### config.mk
export PLATFORM = sky130hd
export DESIGN_NAME = timer_arbiter_4ch
export DESIGN_NICKNAME = d
export VERILOG_FILES = /design/src/rtl/timer_arbiter_4ch.sv
export SDC_FILE = /design/constraint.sdc
export NUM_CORES = 1
export LEC_CHECK = 0
export CAP_MARGIN = 15
export CORE_AREA = 2 2 76 78
export CTS_CLUSTER_SIZE = 30
export DETAILED_ROUTE_END_ITERATION = 7
export DIE_AREA = 0 0 78 80
export GPL_TIMING_DRIVEN = 0
export PLACE_DENSITY_LB_ADDON = 0.05
export REMOVE_ABC_BUFFERS = 1
export SLEW_MARGIN = 30
export SYNTH_ARGS = -nofsm -noshare
export SYNTH_HDL_FRONTEND = slang
export SYNTH_SLANG_ARGS = --single-unit
export TNS_END_PERCENT = 30
### constraint.sdc
create_clock -name clk_i -period 3.3 [get_ports clk_i]
set_clock_uncertainty 0.1 [all_clocks]
set_input_delay 0.99 -clock clk_i [delete_from_list [all_inputs] [get_ports clk_i]]
set_output_delay 0.99 -clock clk_i [all_outputs]
set_load 0.01 [all_outputs]
### src/rtl/timer_arbiter_4ch.sv
`default_nettype none
// ============================================================================
//  Module   : timer_arbiter_4ch
//  Purpose  : Round-robin scheduler sharing one WIDTH-bit interval counter
//             among four requesters, with rco terminal flag and done pulses.
//  Revision : 1.0  initial release
// ============================================================================
module timer_arbiter_4ch #(
   parameter int WIDTH = 10
) (
   input  logic               clk_i,
   input  logic               rst_ni,
   input  logic [3:0]         req_i,
   input  logic [4*WIDTH-1:0] len_i,
   output logic [3:0]         gnt_o,
   output logic               busy_o,
   output logic [WIDTH-1:0]   count_o,
   output logic               rco_o,
   output logic [3:0]         done_o
);

   typedef enum logic [1:0] {
      S_IDLE = 2'd0,
      S_RUN  = 2'd1,
      S_DONE = 2'd2
   } state_t;

   state_t             state_q;
   logic [1:0]         ptr_q;     // last granted channel; also the active job's owner
   logic [WIDTH-1:0]   term_q;    // count value of the final RUN cycle
   logic [3:0]         gnt_q;
   logic               busy_q;
   logic [WIDTH-1:0]   count_q;
   logic [3:0]         done_q;

   logic               win_valid;
   logic [1:0]         win_idx;
   logic [WIDTH-1:0]   win_len;
   logic               terminal;

   // Round-robin search starting just after the last granted channel
   always_comb begin
      win_valid = 1'b0;
      win_idx   = ptr_q;
      for (int k = 1; k <= 4; k++) begin
         logic [1:0] cand;
         cand = ptr_q + 2'(k);
         if (!win_valid && req_i[cand]) begin
            win_valid = 1'b1;
            win_idx   = cand;
         end
      end
   end

   // Length of the prospective winner; only sampled on the grant edge
   assign win_len  = len_i[win_idx*WIDTH +: WIDTH];

   assign terminal = (state_q == S_RUN) && (count_q == term_q);

   // Scheduler FSM with registered grant, counter and completion outputs
   always_ff @(posedge clk_i or negedge rst_ni) begin
      if (!rst_ni) begin
         state_q <= S_IDLE;
         ptr_q   <= 2'd3;
         term_q  <= '0;
         gnt_q   <= '0;
         busy_q  <= 1'b0;
         count_q <= '0;
         done_q  <= '0;
      end else begin
         case (state_q)
            S_IDLE: begin
               done_q <= '0;
               if (win_valid) begin
                  state_q <= S_RUN;
                  ptr_q   <= win_idx;
                  gnt_q   <= 4'b0001 << win_idx;
                  busy_q  <= 1'b1;
                  count_q <= '0;
                  // len 0 wraps to all-ones, giving the full 2^WIDTH interval
                  term_q  <= win_len - WIDTH'(1);
               end
            end
            S_RUN: begin
               // Completion has priority over a simultaneous request drop
               if (terminal) begin
                  state_q <= S_DONE;
                  done_q  <= gnt_q;
                  gnt_q   <= '0;
                  busy_q  <= 1'b0;
                  count_q <= '0;
               end else if (!req_i[ptr_q]) begin
                  state_q <= S_IDLE;
                  gnt_q   <= '0;
                  busy_q  <= 1'b0;
                  count_q <= '0;
               end else begin
                  count_q <= count_q + WIDTH'(1);
               end
            end
            S_DONE: begin
               state_q <= S_IDLE;
               done_q  <= '0;
            end
            default: begin
               state_q <= S_IDLE;
               gnt_q   <= '0;
               busy_q  <= 1'b0;
               count_q <= '0;
               done_q  <= '0;
            end
         endcase
      end
   end

   assign gnt_o   = gnt_q;
   assign busy_o  = busy_q;
   assign count_o = count_q;
   assign done_o  = done_q;
   assign rco_o   = terminal;

endmodule
`default_nettype wire

After elaboration in Yosys (flattened, before gate mapping):

Cells that the tools add are included.
W data, S select, Z words.

* add/subtract/negate cells: 5
* $mul: 1
* $lt $le $gt $ge: 4
* equal/unequal tests: 6
* shift operators: 2
* mux-type cells: 34
* bitwise operators: 1
* reduce and logical (&&, ||, !) cells: 12

Operators with widths (number)
* $shiftx A40 B7 Y10: 1
* $mux W10: 3
* $pmux W10 S3: 1
* $mux W4: 5
* $mux W2: 7
* $lt A2 B3 Y1 const B: 4
* $pmux W4 S3: 1
* $mux W1: 11
* $add A10 B1 Y10 const B: 1
* $eq A10 B10 Y1: 1
* $sub A10 B1 Y10 const B: 1
* $bmux W1 S2: 4
* $reduce_and A2 Y1: 3
* $mul A2 B3 Y5 const B: 1
* $add A2 B2 Y2 const B: 2
* $logic_and A1 B1 Y1: 4
* $ne A2 B2 Y1 const B: 2
* $pmux W2 S2: 1
* $shl A1 B2 Y4 const A: 1
* $logic_not A1 Y1: 3
* $ne A3 B3 Y1 const B: 1
* $pmux W1 S3: 1
* $reduce_and A3 Y1: 1
* $add A2 B1 Y2 const B: 1
* other kinds (4): 4

* flip-flop bits (word level): 33
* input port bits: 46
* output and inout bits: 20
* logic and storage cells: 72

Longest topological paths before layout:

* depth in word-level cells: 16
* mapped depth: 12

Least setup slack after synthesis:

OpenSTA, ideal clock, no wires.

* path type: in2reg
* from: input port req_i[2]
* to: register term_q[8]
* setup time: 0.132 ns
* data arrival time: 2.588 ns
* required time: 3.068 ns
* setup slack: 0.481 ns
* stages on the path: 11
* buffers on the path: 1
* cells stage by stage: nand2b_1 > a21oi_2 > clkbuf_1 > o21ai_1 > nand3_1 > and2_1 > inv_1 > ha_1 > nand4_1 > xor2_1 > o21ai_1

* longest elaborated chain between the ends: 15
* elaborated cells between the ends (all ways): 26

RTL lines
* from (decl): line 13 `input logic [3:0] req_i,`
* $bmux W1 S2: line 48 `if (!win_valid && req_i[cand]) begin`
* $mux W1 (implied by the code): line 48
* $mux W1: line 48
* $logic_not A1 Y1: line 48
* $logic_and A1 B1 Y1: line 48
* $mux W1: line 48
* $logic_not A1 Y1: line 48
* $logic_and A1 B1 Y1: line 48
* $mux W1: line 48
* $logic_not A1 Y1: line 48
* $logic_and A1 B1 Y1: line 48
* $mux W2: line 48
* $mul A2 B3 Y5: line 56 `assign win_len = len_i[win_idx*WIDTH +: WIDTH];`
* $shiftx A40 B7 Y10: line 56
* $sub A10 B1 Y10: line 81 `term_q <= win_len - WIDTH'(1);`
* to (signal assigned): line 81
* to (decl): line 30 `logic [WIDTH-1:0] term_q;`

Parallel ways exist; a longest one is shown, timed or not. The select of a mux whose other input is x is not followed.
A chain may end at the register's enable or synchronous reset.

Final worst setup path:

* from: input port req_i[0]
* to: register term_q[9]

The elaborated chain is that of the path after synthesis.

==> flow_metrics.tcl <==
set metrics [dict create \
    swShare_pct 41.31 \
    min_path_cells 2 \
    rr_endpoint "term_q[9]$_DFFE_PN0P_" \
    finalCritPeriodShare_pct 97.50 \
    yosysWarnings 0 \
    ys_ff_latch 33 \
    worst_slew_pin_slew_ns 0.6333 \
    crit_path_max_fanout 11 \
    cts_tree "built" \
    outcome "finished, final reports clean" \
    p_comb_share_pct 54.2 \
    routed_wl_mm 5.239 \
    setup_viol 0 \
    firstDrtPassIters 4 \
    chipWidth_um 78 \
    num_vias 1941 \
    worstPathArrival_ns 3.26 \
    grt_pass1_wl_mm 8.838 \
    grt_overflow 0 \
    portBuffers 65 \
    htreeDepth 2 \
    ant_nets 0 \
    clkTransAtPathRegs_ns 0.07 \
    synth_top_area_cell "dfrtp_1" \
    worst_setup_path_start_kind "input pin" \
    rsz0062_at_grt "true" \
    cts_sinks 33 \
    pwr-share-seq_pct 29.2 \
    drt-vias-per-instance 5.135 \
    ios 66 \
    place_area_sq_um 2838 \
    cts_root_buf "clkbuf_8" \
    internal_power_uw 1356 \
    final_nets 353 \
    maxCapViolations 0 \
    final_core_util_pct 57.22 \
    slew_headroom_pct 57.55 \
    gp_congestion 0.8090 \
    synth_edf_count 0 \
    synthCells 234 \
    start_util_pct 39.05 \
    drt-initial-drc-count 60 \
    nFillCells 511 \
    worstSkewPairLatency_ns 0.28 \
    syn_area_sq_um 2111 \
    hold_path_class "reg2reg" \
    synthArstFlopShare_pct 100.0 \
    ys_types 51 \
    core_sq_um 5405 \
    dp_cells 362 \
    max_freq_ghz 0.3108 \
    drive_gt1_share_pct 13.07 \
    setup_slack_ns 0.08237 \
    grt_max_degree 21 \
    worst_ep_required_time_ns 3.34 \
    hold_ws_ns 0.3840 \
    p_clk_share_pct 16.6 \
    syn_avg_cell_area_sq_um 9.020 \
    die_area_sq_um 6240 \
    min_from "busy_o$_DFFE_PN0P_" \
    reg2reg_slack_ns 0.49 \
    r2r-start "ptr_q[1]$_DFFE_PN1P_" \
    avgRoutedWirePerCell_um 13.86 \
    p_leak_uw 0.001290 \
    grt_pass1_vias 1897 \
    holdPathEnd "busy_o$_DFFE_PN0P_" \
    cts_buffers 5 \
    worst-r2r-cell-count 8 \
    synth.top_cell.area_share_pct 36.75 \
    period_needed_ns 3.218 \
    stdcell_count 378 \
    synth_area_leaders "dfrtp_1 37%, nand3_1 7.6%, xor2_1 6.6%" \
    cts.path.max_buffers 2 \
    drc 0 \
    synth-main-ff-cell "dfrtp_1" \
    hold_viol_final 0 \
    n_antenna_cell 0 \
    design_area_sq_um 3093 \
    antenna_found_initial 0 \
    powerDensity_nw_per_um2 747.1 \
    track_usage_pct 17.63 \
    die_y_um 80 \
    maxSlewViolCount 0 \
    crit_type "in2reg" \
    dp.final_hpwl_mm 4.000 \
    ir_drop_mv 0.3151 \
    power.switching_uw 954.5 \
    cp-end-kind "flip-flop" \
    areaGrowthSynthToFinish_pct 46.53 \
    yosysSeqAreaShare_pct 39.24 \
    num_rows 27 \
    dp_slack_ns -0.4500 \
]
## worst max path at each step
stage / endpoint / cells past startpoint / start
final: term_q[9]$_DFFE_PN0P_ / 9 / req_i[0]
after global routing: term_q[9]$_DFFE_PN0P_ / 9 / req_i[0]
after CTS: term_q[9]$_DFFE_PN0P_ / 9 / req_i[3]
after detailed placement: term_q[8]$_DFFE_PN0P_ / 11 / req_i[2]
after global placement: term_q[9]$_DFFE_PN0P_ / 9 / req_i[3]
after floorplan: term_q[8]$_DFFE_PN0P_ / 10 / req_i[3]
## synth_stat cells (2+ instances only)
| library cell | number |
|---|---|
| o21ai_1 | 13 |
| inv_1 | 4 |
| xnor2_1 | 8 |
| a22o_1 | 4 |
| ha_1 | 2 |
| o21ai_0 | 13 |
| and2_1 | 5 |
| xor2_1 | 16 |
| nor2_1 | 12 |
| a32oi_2 | 2 |
| nor3b_1 | 2 |
| nand3_1 | 32 |
| nand4_1 | 6 |
| a31oi_1 | 4 |
| a22oi_1 | 2 |
| nor3_1 | 3 |
| mux2_2 | 3 |
| nor4_1 | 3 |
| buf_2 | 3 |
| a21o_1 | 3 |
| nand2_1 | 22 |
| dfrtp_1 | 31 |
| a21oi_1 | 3 |
| and3_1 | 3 |
| nand2b_1 | 2 |
| clkbuf_1 | 4 |
| a32o_1 | 2 |
| dfstp_2 | 2 |
| mux2i_1 | 3 |
## cell type report
class                           count  area (sq um)  share of cell area, %
Timing Repair Buffer               74         739.5                  23.91
Tap cell                           72         90.09                  2.913
Inverter                            5         18.77                 0.6068
Sequential cell                    33         828.3                  26.78
Clock buffer                        7         86.33                  2.791
Multi-Input combinational cell    186          1300                  42.03
Clock inverter                      1         30.03                 0.9709
## power by group through the flow
stage / Combinational (uW) / Clock (uW) / Sequential (uW)
finish: 1250 / 383 / 675
global placement: 1150 / 0 / 664
detailed placement: 1180 / 0 / 676
CTS: 1210 / 392 / 668
floorplan: 820 / 0 / 655
global route: 1400 / 412 / 698
## state kept, by name (all words and copies together) (netlist names)
signal   flops
count_o     10
term_q      10
done_o       4
gnt_o        4
ptr_q        2
state_q      2
busy_o       1
## stage by stage
| step | setup TNS [ns] | total power [uW] |
|---|---|---|
| 6_report | 0 | 2311 |
| 3_3_place_gp | -4.947 | 1816 |
| 3_5_place_dp | -3.839 | 1854 |
| 4_1_cts | -0.02526 | 2275 |
| 5_1_grt | -0.08569 | 2512 |
| 2_1_floorplan | 0 | 1475 |
## layer usage
metal	share of wire (%)	vias to the layer above	GRT usage (%)
met5	0	-	0
met2	46	55	29.40
met3	5.6	5	3.846
met4	1.0	0	6.316
li1	-	993	-
met1	47	888	22.51
## logic make-up after synthesis
group / after synthesis / share of synthesized area (%)
adder cells (fa/ha/maj): 2 / 1.185
buffers and inverters: 15 / 3.378
AND/OR/NAND/NOR: 95 / 22.47
XOR/XNOR: 24 / 9.958
AO/OA/AOI/OAI: 58 / 20.09
flip-flops: 33 / 39.24
multiplexers: 7 / 3.675
## critical path: stages
cell and delay, ns:
clkdlybuf4s50_1 0.62, a21o_1 0.21, a31oi_4 0.19, a31oi_1 0.25, a32oi_2 0.15, a211oi_4 0.39, nand4_1 0.17, xnor2_1 0.21
o21ai_1 0.07
## cells in the final DEF (no fill, tap or decap), types with 8 or more instances in the layout
cell and instances:
clkdlybuf4s50_1 60, nor2_1 12, buf_4 8, xor2_1 16, o21ai_1 13, nand2_1 22
dfrtp_1 31, nand3_1 32, o21ai_0 13, xnor2_1 8
## repair_timing
item | in CTS | in global routing
hold endpoints to repair | 0 | 0
gates cloned | 0 | 0
pin swaps | 3 | 4
setup buffers | 4 | 4
endpoints found under the setup margin | 8 | 9
hold buffers | 0 | 0
gates resized for setup | 7 | 9
Note: power is estimated with default switching activity, not from simulation.
